### src/rtl/fp_op_scheduler_if.sv
// Bundle of requester, shared-core and output-side signals around the FP op scheduler.
// The scheduler uses the master modport; its environment uses the slave modport.
interface fp_op_scheduler_if;
    logic        startA;
    logic        startB;
    logic [31:0] xA;
    logic [31:0] yA;
    logic [31:0] xB;
    logic [31:0] yB;
    logic        coreStart;
    logic [31:0] coreX;
    logic [31:0] coreY;
    logic        coreDone;
    logic [31:0] coreResult;
    logic        outReady;
    logic [31:0] outBus;
    logic        outSrc;
    logic        outAccepted;
    logic        busyA;
    logic        busyB;
    logic        timeoutErr;

    modport master (
        input  startA, startB, xA, yA, xB, yB, coreDone, coreResult, outAccepted,
        output coreStart, coreX, coreY, outReady, outBus, outSrc, busyA, busyB, timeoutErr
    );

    modport slave (
        output startA, startB, xA, yA, xB, yB, coreDone, coreResult, outAccepted,
        input  coreStart, coreX, coreY, outReady, outBus, outSrc, busyA, busyB, timeoutErr
    );
endinterface

### src/rtl/fp_op_scheduler.sv
// Shares one FP core between requesters A and B: edge-triggered requests, round-robin
// grant, bounded wait for the core, and a ready/accept handshake toward the output side.
module fp_op_scheduler #(
    parameter int TIMEOUT = 200
) (
    input  logic              clk,
    input  logic              rst,
    fp_op_scheduler_if.master bus
);
    localparam int          CNT_W = $clog2(TIMEOUT + 1);
    localparam logic [31:0] QNAN  = 32'h7FC0_0000;
    localparam logic        SRC_A = 1'b0;
    localparam logic        SRC_B = 1'b1;

    typedef enum logic [2:0] {
        IDLE,
        ISSUE,
        WAIT,
        OUT,
        RELEASE
    } state_t;

    state_t      state_q, state_d;
    logic        start_a_prev_q, start_b_prev_q;
    logic        pend_a_q, pend_a_d;
    logic        pend_b_q, pend_b_d;
    logic        owner_q, owner_d;
    logic        last_grant_q, last_grant_d;
    logic        core_start_q, core_start_d;
    logic [31:0] core_x_q, core_x_d;
    logic [31:0] core_y_q, core_y_d;
    logic [31:0] out_bus_q, out_bus_d;
    logic        out_ready_q, out_ready_d;
    logic        out_src_q, out_src_d;
    logic        timeout_err_q, timeout_err_d;
    logic [CNT_W-1:0] wait_cnt_q, wait_cnt_d;

    logic rise_a, rise_b;
    logic in_service_a, in_service_b;
    logic grant_b;

    always_comb begin
        state_d       = state_q;
        pend_a_d      = pend_a_q;
        pend_b_d      = pend_b_q;
        owner_d       = owner_q;
        last_grant_d  = last_grant_q;
        core_start_d  = 1'b0;
        core_x_d      = core_x_q;
        core_y_d      = core_y_q;
        out_bus_d     = out_bus_q;
        out_src_d     = out_src_q;
        timeout_err_d = timeout_err_q;
        wait_cnt_d    = wait_cnt_q;
        grant_b       = 1'b0;

        rise_a       = bus.startA & ~start_a_prev_q;
        rise_b       = bus.startB & ~start_b_prev_q;
        in_service_a = (state_q != IDLE) && (owner_q == SRC_A);
        in_service_b = (state_q != IDLE) && (owner_q == SRC_B);

        // A new edge only counts when that requester has nothing outstanding.
        if (rise_a && !pend_a_q && !in_service_a) pend_a_d = 1'b1;
        if (rise_b && !pend_b_q && !in_service_b) pend_b_d = 1'b1;

        unique case (state_q)
            IDLE: begin
                if (pend_a_q || pend_b_q) begin
                    grant_b = pend_b_q && (!pend_a_q || (last_grant_q == SRC_A));
                    owner_d = grant_b;
                    if (grant_b) begin
                        core_x_d = bus.xB;
                        core_y_d = bus.yB;
                        pend_b_d = 1'b0;
                    end else begin
                        core_x_d = bus.xA;
                        core_y_d = bus.yA;
                        pend_a_d = 1'b0;
                    end
                    state_d = ISSUE;
                end
            end
            ISSUE: begin
                core_start_d = 1'b1;
                wait_cnt_d   = '0;
                state_d      = WAIT;
            end
            WAIT: begin
                if (bus.coreDone) begin
                    out_bus_d = bus.coreResult;
                    out_src_d = owner_q;
                    state_d   = OUT;
                end else if (wait_cnt_q >= CNT_W'(TIMEOUT - 1)) begin
                    // Give up on the core and hand back a quiet NaN instead.
                    wait_cnt_d    = CNT_W'(TIMEOUT);
                    timeout_err_d = 1'b1;
                    out_bus_d     = QNAN;
                    out_src_d     = owner_q;
                    state_d       = OUT;
                end else begin
                    wait_cnt_d = wait_cnt_q + CNT_W'(1);
                end
            end
            OUT: begin
                if (bus.outAccepted) state_d = RELEASE;
            end
            RELEASE: begin
                if (!bus.outAccepted) begin
                    last_grant_d = owner_q;
                    state_d      = IDLE;
                end
            end
            default: state_d = IDLE;
        endcase

        out_ready_d = (state_d == OUT);
    end

    always_ff @(posedge clk or negedge rst) begin
        if (!rst) begin
            state_q        <= IDLE;
            start_a_prev_q <= 1'b0;
            start_b_prev_q <= 1'b0;
            pend_a_q       <= 1'b0;
            pend_b_q       <= 1'b0;
            owner_q        <= SRC_A;
            last_grant_q   <= SRC_B;
            core_start_q   <= 1'b0;
            core_x_q       <= '0;
            core_y_q       <= '0;
            out_bus_q      <= '0;
            out_ready_q    <= 1'b0;
            out_src_q      <= 1'b0;
            timeout_err_q  <= 1'b0;
            wait_cnt_q     <= '0;
        end else begin
            state_q        <= state_d;
            start_a_prev_q <= bus.startA;
            start_b_prev_q <= bus.startB;
            pend_a_q       <= pend_a_d;
            pend_b_q       <= pend_b_d;
            owner_q        <= owner_d;
            last_grant_q   <= last_grant_d;
            core_start_q   <= core_start_d;
            core_x_q       <= core_x_d;
            core_y_q       <= core_y_d;
            out_bus_q      <= out_bus_d;
            out_ready_q    <= out_ready_d;
            out_src_q      <= out_src_d;
            timeout_err_q  <= timeout_err_d;
            wait_cnt_q     <= wait_cnt_d;
        end
    end

    assign bus.coreStart  = core_start_q;
    assign bus.coreX      = core_x_q;
    assign bus.coreY      = core_y_q;
    assign bus.outReady   = out_ready_q;
    assign bus.outBus     = out_bus_q;
    assign bus.outSrc     = out_src_q;
    assign bus.timeoutErr = timeout_err_q;
    assign bus.busyA      = pend_a_q | in_service_a;
    assign bus.busyB      = pend_b_q | in_service_b;
endmodule

### src/flat_wrapper.sv
// flat-port wrapper written by rule: the top's interface ports become plain ports
module fp_op_scheduler_flat 
#(
    parameter int TIMEOUT = 200
)
  (clk, rst, bus_startA, bus_startB, bus_xA, bus_yA, bus_xB, bus_yB, bus_coreDone, bus_coreResult, bus_outAccepted, bus_coreStart, bus_coreX, bus_coreY, bus_outReady, bus_outBus, bus_outSrc, bus_busyA, bus_busyB, bus_timeoutErr);
  fp_op_scheduler_if bus_i ();
  input  logic clk;
  input  logic rst;
  input wire logic [$bits(bus_i.startA)-1:0] bus_startA;
  input wire logic [$bits(bus_i.startB)-1:0] bus_startB;
  input wire logic [$bits(bus_i.xA)-1:0] bus_xA;
  input wire logic [$bits(bus_i.yA)-1:0] bus_yA;
  input wire logic [$bits(bus_i.xB)-1:0] bus_xB;
  input wire logic [$bits(bus_i.yB)-1:0] bus_yB;
  input wire logic [$bits(bus_i.coreDone)-1:0] bus_coreDone;
  input wire logic [$bits(bus_i.coreResult)-1:0] bus_coreResult;
  input wire logic [$bits(bus_i.outAccepted)-1:0] bus_outAccepted;
  output wire logic [$bits(bus_i.coreStart)-1:0] bus_coreStart;
  output wire logic [$bits(bus_i.coreX)-1:0] bus_coreX;
  output wire logic [$bits(bus_i.coreY)-1:0] bus_coreY;
  output wire logic [$bits(bus_i.outReady)-1:0] bus_outReady;
  output wire logic [$bits(bus_i.outBus)-1:0] bus_outBus;
  output wire logic [$bits(bus_i.outSrc)-1:0] bus_outSrc;
  output wire logic [$bits(bus_i.busyA)-1:0] bus_busyA;
  output wire logic [$bits(bus_i.busyB)-1:0] bus_busyB;
  output wire logic [$bits(bus_i.timeoutErr)-1:0] bus_timeoutErr;
  assign bus_i.startA = bus_startA;
  assign bus_i.startB = bus_startB;
  assign bus_i.xA = bus_xA;
  assign bus_i.yA = bus_yA;
  assign bus_i.xB = bus_xB;
  assign bus_i.yB = bus_yB;
  assign bus_i.coreDone = bus_coreDone;
  assign bus_i.coreResult = bus_coreResult;
  assign bus_i.outAccepted = bus_outAccepted;
  assign bus_coreStart = bus_i.coreStart;
  assign bus_coreX = bus_i.coreX;
  assign bus_coreY = bus_i.coreY;
  assign bus_outReady = bus_i.outReady;
  assign bus_outBus = bus_i.outBus;
  assign bus_outSrc = bus_i.outSrc;
  assign bus_busyA = bus_i.busyA;
  assign bus_busyB = bus_i.busyB;
  assign bus_timeoutErr = bus_i.timeoutErr;
  fp_op_scheduler #(.TIMEOUT(TIMEOUT)) u_core (.clk(clk), .rst(rst), .bus(bus_i));
endmodule
### config.mk
export PLATFORM = sky130hd
export DESIGN_NAME = fp_op_scheduler_flat
export DESIGN_NICKNAME = d
export VERILOG_FILES = /design/src/rtl/fp_op_scheduler_if.sv /design/src/rtl/fp_op_scheduler.sv /design/src/flat_wrapper.sv
export SDC_FILE = /design/constraint.sdc
export NUM_CORES = 1
export LEC_CHECK = 0
export CAP_MARGIN = 20
export CORE_MARGIN = 2
export CORE_UTILIZATION = 42
export DETAILED_ROUTE_END_ITERATION = 8
export GPL_TIMING_DRIVEN = 0
export HOLD_SLACK_MARGIN = 0.1
export PLACE_DENSITY = 0.82
export SYNTH_ARGS = -nofsm -noshare
export SYNTH_HDL_FRONTEND = slang
export SYNTH_SLANG_ARGS = --single-unit
### constraint.sdc
create_clock -name clk -period 4.8 [get_ports clk]
set_input_delay 0.48 -clock clk [delete_from_list [all_inputs] [get_ports clk]]
set_output_delay 0.48 -clock clk [all_outputs]
set_load 0.05 [all_outputs]
==> results of run 1 <==
==> metrics by stage <==
step | setup slack (ns) | utilization, % | hold WS (ns) | instances
after floorplan | 2.69 | - | 0.184 | 385
after global placement | -1.11 | 67.8 | 0.452 | 795
after detailed placement | 2.54 | 68.0 | 0.417 | 796
after CTS | 2.11 | 73.7 | 0.476 | 829
after global routing | 2.05 | 73.7 | 0.502 | 829
final | 2.14 | 73.7 | 0.473 | 829
==> routing by layer <==
layer | track usage (%) | routed length [um] | vias to the layer above
met3 | 8.22 | 1280 | 31
met5 | 0 | 0 | -
met1 | 28.4 | 5780 | 2190
met4 | 8.56 | 355 | 0
met2 | 42.6 | 7800 | 240
li1 | - | - | 2053
==> worst max-delay path, stage by stage (launching register included) <==
cell and delay (ns):
dfrtp_1 0.47, or3_1 0.43, nand2_1 0.11, nand2b_1 0.06, clkdlybuf4s50_1 0.72
==> final timing paths <==
| check | slack [ns] | start | depth (start not counted) | to |
|---|---|---|---|---|
| min | 0.47 | u_core.bus.timeoutErr | 1 | u_core.bus.timeoutErr |
| max in group asynchronous | 3.52 | rst | 3 | u_core.bus.coreY[11] |
| min in group asynchronous | 0.56 | rst | 2 | u_core.bus.outBus[30] |
| max reg2reg | 2.71 | u_core.wait_cnt_q[0] | 5 | u_core.bus.outSrc |
| min reg2reg | 0.47 | u_core.bus.timeoutErr | 1 | u_core.bus.timeoutErr |
| max | 2.14 | u_core.state_q[1] | 4 | bus_busyB |
==> state kept, by name, summed over array words and instances, names as in the netlist <==
register,count
u_core.bus.coreX,32
u_core.bus.coreY,32
u_core.bus.outBus,32
u_core.wait_cnt_q,8
u_core.state_q,3
u_core.bus.coreStart,1
u_core.bus.outReady,1
u_core.bus.outSrc,1
u_core.bus.timeoutErr,1
u_core.last_grant_q,1
u_core.owner_q,1
u_core.pend_a_q,1
u_core.pend_b_q,1
u_core.start_a_prev_q,1
u_core.start_b_prev_q,1
==> Yosys cell counts (2+ instances only) <==
cell / number
a21o_1: 2
a21oi_1: 3
a222oi_1: 64
a22o_1: 23
and3_1: 3
buf_2: 9
buf_4: 3
buf_6: 13
clkbuf_1: 4
dfrtp_1: 116
inv_1: 67
mux2_2: 2
nand2_1: 12
nand2b_1: 5
nand3_1: 2
nand3b_1: 3
nor2_1: 5
nor2b_1: 2
o211ai_1: 2
o21ai_0: 10
o21ai_2: 2
o22a_1: 9
o2bb2ai_1: 2
or3_1: 2
==> power by group through the flow <==
stage | clock network [mW] | registers (mW) | logic (mW)
floorplan | 0 | 3.02 | 1.12
CTS | 1.36 | 1.68 | 3.75
detailed placement | 0 | 1.69 | 3.73
finish | 1.33 | 1.68 | 3.72
global placement | 0 | 1.66 | 3.67
global route | 1.40 | 1.73 | 3.92
==> area by class of cell <==
class	instances	share of cell area (%)
sequential	117	35.0
timing repair buffer	269	32.4
multi-input combinational	172	17.2
clock buffer	20	5.57
inverter	67	3.00
buffer	29	2.73
tap	143	2.14
clock inverter	12	1.99
==> cells by family (layout without fill, tap and decap cells) <==
kind of cell	Yosys count	count (layout)	synth area share [%]
fa+ha+maj	1	1	0.258
compound gates	124	124	23.1
simple gates	45	45	5.90
buf+inv	96	397	9.90
mux	2	2	0.464
flops	117	117	60.4
==> impl_results.md, run 1 <==
- Largest net degree at the start of global routing: 78
- Via density: 5.45
- DR iter-0 viols: 608
- Num CTS Buffers: 17
- Fin Clk Skew: 0.00895 ns
- RSZ-0062 raised after global routing: false
- Global-route wire length before repair: 24300 um
- DR pass1 iterations: 9
- Slew Limit Fails: 0
- Power Density: 804 nW/um^2
- Worst-Margin Slew: 0.541 ns
- Gate power share: 55.3%
- Share of layout cells above drive strength 1: 10.3%
- Area of the multi-input gates: 1440 um^2
- Syn Area/Cell: 12.6 um^2
- CP Class: flip-flop to output port
- Clock latency on the worst-skew pair: 0.40 ns
- Die Y: 111 um
- Synth top area cells: dfrtp_1 60%, a222oi_1 13%, inv_1 5.2%, a22o_1 4.2%, buf_6 3.0%
- GPL Wtd Cong: 0.864
- Total number of vias: 4514
- Commonest non-fill, non-tap cell in the layout: clkdlybuf4s50_1
- Mapped Area: 4850 um^2
- Vias in the first global route: 4733
- Setup bufs post-CTS: 0
- Yosys warning count: 0
- Post-DP HPWL: 11300 um
- Overflow after GRT: 0
- Final Critical Period: 2.66 ns
- Register Area: 2930 um^2
- Clock Sinks: 117
- Setup violators final: 0
- Cts repair resizes: 0
- CTS Buffer Depth: 2
- Net Count, Synth: 552
- Clock slew at reported path FFs: 0.06 ns
- HP Class: flip-flop to flip-flop
- Nets@finish: 840
- Area share of the largest cell type after synthesis: 59.8%
- Predominant post-synthesis flop cell: dfrtp_1
- Internal power: 3.71 mW
- Synth area leader: dfrtp_1
- Port buffer count: 267
- Crit path max fanout: 8
- Async SR Flop Fraction: 100%
- CP Data Required Time: 4.32 ns
- Cell area after layout: 8380 um^2
- Die ar.: 12400 um^2
- Net Sw Frac: 45.0%
- I/O pin count: 268
- CORE AREA: 11400 um^2
- Setup TNS after final layout: 0 ns
- Antenna violations before repair: 0
- Synth Register Bits: 117
- Synthesis-to-layout area growth: 72.6%
- Post-synth EDFFs: 0
- Synth unique cells: 44
- Failing checks: DRC
- Outcome: finished with violations
- Sequential share of power: 25.0%
- Maximum vdd drop: 499 uV
- Starting Density: 42.7%
- Sequential fraction of the synthesis area: 60.4%
- Die X: 111 um
- Switch Pwr: 3.03 mW
- Post-route DRC: 1
- Rows: 39
- Final total power: 6.73 mW
- Achievable Freq: 376 MHz
- GRT Util Overall: 24.5%
- H-tree depth: 4
- Syn Inst Count: 385
- LEAKAGE: 3.80 nW
- CTS tree: built
- Critical Path End Type: output port
- Max-Cap Viols: 0
- Routed WL: 15200 um
- Period Utilization, post-route: 55.5%
- Commonest cells after routing, fill and taps aside: 266 x clkdlybuf4s50_1, 116 x dfrtp_1, 67 x inv_1
- Final Hold Viols: 0
- Fillers: 783
- Root buffer cell: clkbuf_16
- Rel. slew slack: 63.8%
- Critical Path Start Type: flip-flop
- WL/cell: 18.4 um
- Antenna viol nets, final: 0
- Clock power frac: 19.8%
- Post-DP Area: 7730 um^2
- Crit path DAT: 2.18 ns
- Hold_buf cts: 1
- Antenna Cells: 0
Power figures use the tool's default switching activity.
==> run 2: changes to the inputs <==
Settings changed: CORE_UTILIZATION 42 to 39, PLACE_DENSITY 0.82 to 0.77.
Clock period 4.8 ns to 2.5 ns, I/O delays scaled along.
==> run 2 against run 1 <==
Clock power up 65%. Utilization down 4.7 points. Largest cell class unchanged. Combinational power up 92%. Non-clock buffer count unchanged. Die area up 7.4%. Sequential cell count unchanged. Final cell count up 3.0%. Largest power group unchanged. The run still ends with DRC left. Sequential power up 92%. Sequential share of layout area up 0.26 points.
==> impl_results.md, run 2 (synthesis gave the netlist of run 1 again) <==
- Commonest cells after routing, fill and taps aside: 265 x clkdlybuf4s50_1, 116 x dfrtp_1, 67 x inv_1
- Failing checks: DRC
- CP Data Required Time: 2.25 ns (-2.07 ns)
- Setup violators final: 0 (unchanged)
- Crit path max fanout: 10 (+2)
- Root buffer cell: clkbuf_16
- Cell Chain, Critical Path: buf_6, nor3_4, o21ai_0, clkdlybuf4s50_1
- Total number of vias: 4403 (-2.5%)
- Rel. slew slack: 62.5% (-1.3 points)
- Share of layout cells above drive strength 1: 9.77% (-0.58 points)
- WL/cell: 17.9 um (-2.6%)
- Power Density: 1510 nW/um^2 (+88%)
- Slowest stage delay, CP: 0.74 ns (+0.02 ns)
- Post-route DRC: 1 (unchanged)
- Starting Density: 40.2% (-2.4 points)
- GPL Wtd Cong: 0.818 (-5.2%)
- Die ar.: 13400 um^2 (+7.4%)
- DR iter-0 viols: 576 (-5.3%)
- GR Layer Usage met1: 25.3% (-3.1 points)
- Die Y: 116 um (+3.6%)
- Cell area after layout: 8310 um^2 (-0.75%)
- Commonest non-fill, non-tap cell in the layout: clkdlybuf4s50_1
- Largest net degree at the start of global routing: 68 (-13%)
- CP max-delay cell: clkdlybuf4s50_1
- Clock slew at reported path FFs: 0.05 ns (about the same)
- LEAKAGE: 3.76 nW (-1.0%)
- Via density: 5.16 (-5.3%)
- Fin Hold WS: 0.302 ns (-0.171 ns)
- Layout Utilization: 68.9% (-4.7 points)
- Achievable Freq: 437 MHz
- Critical Path Start Type: flip-flop
- Max-Cap Viols: 0 (unchanged)
- Top Usage Layer GRT: met2
- Port buffer count: 267 (unchanged)
- CP delay by family, top: buffers and inverters
- Post-DP Area: 7760 um^2 (+0.40%)
- RSZ-0062 raised after global routing: false
- HP Class: primary input to flip-flop
- Clock latency on the worst-skew pair: 0.41 ns (about the same)
- Worst path bufs/invs: 2 (+1)
- Synthesis-to-layout area growth: 71.3%
- Global-route wire length before repair: 23100 um (-5.0%)
- Overflow after GRT: 0 (unchanged)
- Routing usage on met2: 38.8% (-3.8 points)
- Final total power: 12.6 mW (+87%)
- DR pass1 iterations: 9 (unchanged)
- Die X: 116 um (+3.6%)
- Crit. path cell count: 4 (unchanged)
- Nets@finish: 840 (unchanged)
- Num CTS Buffers: 17 (unchanged)
- Pre-CTS setup slack: 0.431 ns (-2.11 ns)
- Vias in the first global route: 4467 (-5.6%)
- CP Class: flip-flop to output port
- Final Critical Period: 2.29 ns
- Antenna violations before repair: 0 (unchanged)
- Rows: 40 (+2.6%)
- GRT met3 Usage: 9.31% (+1.1 points)
- Routed WL: 15300 um (+0.31%)
- Fin Clk Skew: 0.0131 ns (+0.00416 ns)
- Critical Path End Type: output port
- Clock Sinks: 117 (unchanged)
- R2R cell count: 5 (unchanged)
- I/O pin count: 268 (unchanged)
- Final WS setup: 0.212 ns (-1.93 ns)
- Antenna viol nets, final: 0 (unchanged)
- Slew Limit Fails: 0 (unchanged)
- Final Hold Viols: 0 (unchanged)
- Post-DP HPWL: 11300 um (about the same)
- Post-Layout Cell Count: 854 (+3.0%)
- CTS Buffer Depth: 2 (unchanged)
- Worst-Margin Slew: 0.560 ns (+0.0198 ns)
- CTS tree: built
- Antenna Cells: 0 (unchanged)
- Setup TNS after final layout: 0 ns (unchanged)
- Outcome: finished with violations
- Period Utilization, post-route: 91.5%
- CORE AREA: 12100 um^2 (+6.1%)
- Worst Hold Depth: 1 (unchanged)
- Crit path DAT: 2.04 ns (-0.14 ns)
- Placed cells: 821 (+3.1%)
- H-tree depth: 4 (unchanged)
- GRT Util Overall: 22.5% (-2.0 points)
- Maximum vdd drop: 1030 uV (+110%)
==> run 2: changes by cell type in the layout (fill, tap and decap cells not counted), sizes merged <==
cell and change:
clkinv +3, clkinvlp +1, clkdlybuf4s50 -1, inv -4, bufinv -2, dlymetal6s2s +1
clkbuf +2
==> run 2: per-layer routing <==
layer  share of wire (%)  vias up
li1                    -     2042
met1                  38     2135
met2                  50      200
met3                 9.9       26
met4                 2.0        0
met5                   0        -
==> run 2: path summary, 6_finish.rpt <==
path                                  startpoint               endpoint  slack, ns
hold reg to reg            u_core.bus.timeoutErr  u_core.bus.timeoutErr       0.48
hold / removal                        bus_startA  u_core.start_a_prev_q       0.30
max in group asynchronous                    rst    u_core.last_grant_q       1.44
min in group asynchronous                    rst  u_core.bus.outBus[25]       0.35
setup / recovery               u_core.state_q[2]              bus_busyA       0.21
setup reg to reg            u_core.wait_cnt_q[0]      u_core.bus.outSrc       0.42
==> run 2: layout make-up <==
type | instances | area (um^2)
timing repair buffer | 269 | 2710
clock buffer | 22 | 454
fill | 897 | 3750
buffer | 29 | 229
clock inverter | 10 | 82.6
sequential | 117 | 2930
tap | 168 | 210
multi-input combinational | 172 | 1440
inverter | 67 | 251
==> run 2: repair_timing <==
action                     in CTS  in global routing
hold buffers                    1                  0
gates resized for setup         0                  1
setup endpoints to repair       0                  1
hold endpoints to repair       50                  0
buffers inserted                0                  0
==> run 2: report_power, final <==
| group | switching (mW) | total, mW | internal [mW] |
|---|---|---|---|
| Sequential | 0.473 | 3.22 | 2.74 |
| Clock | 0.825 | 2.20 | 1.38 |
| Combinational | 4.44 | 7.14 | 2.71 |
| Total | 5.74 | 12.6 | 6.83 |
==> run 3: changes to the inputs <==
Settings changed: CAP_MARGIN 20 to 10, MAX_ROUTING_LAYER set to met4, SKIP_CTS_REPAIR_TIMING set to 1.
==> run 3 against run 2 <==
The flow now finishes without violations. Wire length about the same. Worst setup slack better by 0.0044 ns. Combinational power barely moved. Final cell count stayed put. Critical endpoint unchanged. Highest routed layer unchanged.
==> impl_results.md, run 3 (synthesis gave the netlist of run 1 again) <==
- Outcome: completed
- R2R Setup Slk: 0.42 ns (about the same)
- Die ar.: 13400 um^2 (unchanged)
- Reg-to-reg startpoint: u_core.wait_cnt_q[0]
- Slew Limit Fails: 0 (unchanged)
- Critical Path End Type: output port
- Die Y: 116 um (unchanged)
- Root buffer cell: clkbuf_16
- Starting Density: 40.2% (unchanged)
- Final Critical Period: 2.28 ns (-0.00437 ns)
- Routing usage on met2: 38.9% (+0.12 points)
- GR Layer Usage met1: 26.1% (+0.85 points)
- CP Class: flip-flop to output port
- Final total power: 12.6 mW (about the same)
- Clock slew at reported path FFs: 0.05 ns (about the same)
- Period Utilization, post-route: 91.3% (-0.17 points)
- Port buffer count: 267 (unchanged)
- CTS tree: built
- Cell area after layout: 8310 um^2 (unchanged)
- Net Sw Frac: 45.7% (about the same)
- Pre-CTS setup slack: 0.431 ns (unchanged)
- DR pass1 iterations: 6 (-3)
- Clock power frac: 17.5% (about the same)
- Num CTS Buffers: 17 (unchanged)
- Synthesis-to-layout area growth: 71.3% (unchanged)
- Clock Sinks: 117 (unchanged)
- Post-route DRC: 0 (-1)
- Critical Path Start Type: flip-flop
- R2R cell count: 5 (unchanged)
- Crit path DAT: 2.03 ns (about the same)
- CORE AREA: 12100 um^2 (unchanged)
- LEAKAGE: 3.76 nW (unchanged)
- Die X: 116 um (unchanged)
- GPL Wtd Cong: 0.831 (+1.5%)
- HP Class: primary input to flip-flop
- Commonest non-fill, non-tap cell in the layout: clkdlybuf4s50_1
- Achievable Freq: 438 MHz (+0.19%)
- H-tree depth: 4 (unchanged)
- Top Usage Layer GRT: met2
- Worst-Margin Slew: 0.561 ns (+0.000694 ns)
- R2R Path End: u_core.bus.outSrc
- Total number of vias: 4458 (+1.2%)
- Antenna violations before repair: 0 (unchanged)
- I/O pin count: 268 (unchanged)
- Worst Setup EP: bus_busyA
- Global-route wire length before repair: 23000 um (-0.27%)
- Final WS setup: 0.217 ns (+0.00437 ns)
- Placed cells: 821 (unchanged)
- DR iter-0 viols: 546 (-5.2%)
- Largest net degree at the start of global routing: 68 (unchanged)
- Rel. slew slack: 62.5% (about the same)
- Crit path max fanout: 10 (unchanged)
- WL/cell: 17.9 um (about the same)
- Post-DP Area: 7760 um^2 (unchanged)
- Final Hold Viols: 0 (unchanged)
- Antenna viol nets, final: 0 (unchanged)
- Sequential share of power: 25.6% (about the same)
- Worst Hold Depth: 1 (unchanged)
- CP Data Required Time: 2.25 ns (about the same)
- Clock latency on the worst-skew pair: 0.41 ns (about the same)
- Setup violators final: 0 (unchanged)
- Antenna Cells: 0 (unchanged)
- Overflow after GRT: 0 (unchanged)
- Post-Layout Cell Count: 854 (unchanged)
- GRT Util Overall: 23.2% (+0.70 points)
- Vias in the first global route: 4472 (+0.11%)
- Switch Pwr: 5.74 mW (about the same)
- CTS Buffer Depth: 2 (unchanged)
- Maximum vdd drop: 1030 uV (+0.32%)
- Worst Setup SP: u_core.state_q[2]
- Nets@finish: 840 (unchanged)
- Routed WL: 15300 um (about the same)
- RSZ-0062 raised after global routing: false
- Rows: 40 (unchanged)
- Internal power: 6.83 mW (about the same)
- Power Density: 1510 nW/um^2 (about the same)
- Share of layout cells above drive strength 1: 9.77% (unchanged)
- GRT met3 Usage: 8.00% (-1.3 points)
- Gate power share: 56.9% (about the same)
- Fin Clk Skew: 0.00977 ns (-0.00334 ns)
- Commonest cells after routing, fill and taps aside: 265 x clkdlybuf4s50_1, 116 x dfrtp_1, 67 x inv_1
- Post-DP HPWL: 11300 um (unchanged)
- Via density: 5.22 (+1.2%)
- Max-Cap Viols: 0 (unchanged)
-- run 3: metal layers --
metal	vias to the layer above	part of all wire [%]
li1	2045	-
met1	2157	39
met2	230	50
met3	26	9.0
met4	0	1.9
met5	-	0
-- run 3: worst min path at each step --
stage / from / endpoint / slack [ns]
global placement: u_core.bus.timeoutErr / u_core.bus.timeoutErr / 0.45
global route: bus_startA / u_core.start_a_prev_q / 0.30
detailed placement: rst / u_core.bus.outBus[22] / 0.23
finish: bus_startA / u_core.start_a_prev_q / 0.31
floorplan: rst / u_core.bus.coreStart / -0.05
CTS: rst / u_core.bus.outBus[22] / -0.21
-- run 3: power groups by stage --
stage	combinational (mW)	clock, mW	sequential, mW
6_report	7.14	2.20	3.22
5_1_grt	7.53	2.34	3.30
4_1_cts	7.19	2.25	3.21
3_5_place_dp	7.17	0	3.22
3_3_place_gp	7.06	0	3.19
2_1_floorplan	2.14	0	5.80
-- run 3: stage by stage --
step,utilization (%),TNS [ns],hold slack [ns]
2_1_floorplan,-,0,-0.0456
3_3_place_gp,64.1,-378.83,0.453
3_5_place_dp,64.4,0,0.229
4_1_cts,68.8,0,-0.212
5_1_grt,68.9,0,0.298
6_report,68.9,0,0.307
-- run 3: final cells by class --
cell class,count,area [um^2]
clock buffers,22,454
fillers,896,3750
well taps,168,210
inverters,67,251
clock inverters,10,82.6
flip-flops and latches,117,2930
multi-input cells,172,1440
plain buffers,29,229
repair buffers,269,2710
-- run 3: worst max-delay path, cell delays in order (launching register included) --
cell and delay [ns]:
dfrtp_1 0.38, buf_6 0.15, nor3_4 0.25, o21ai_0 0.10, clkdlybuf4s50_1 0.74
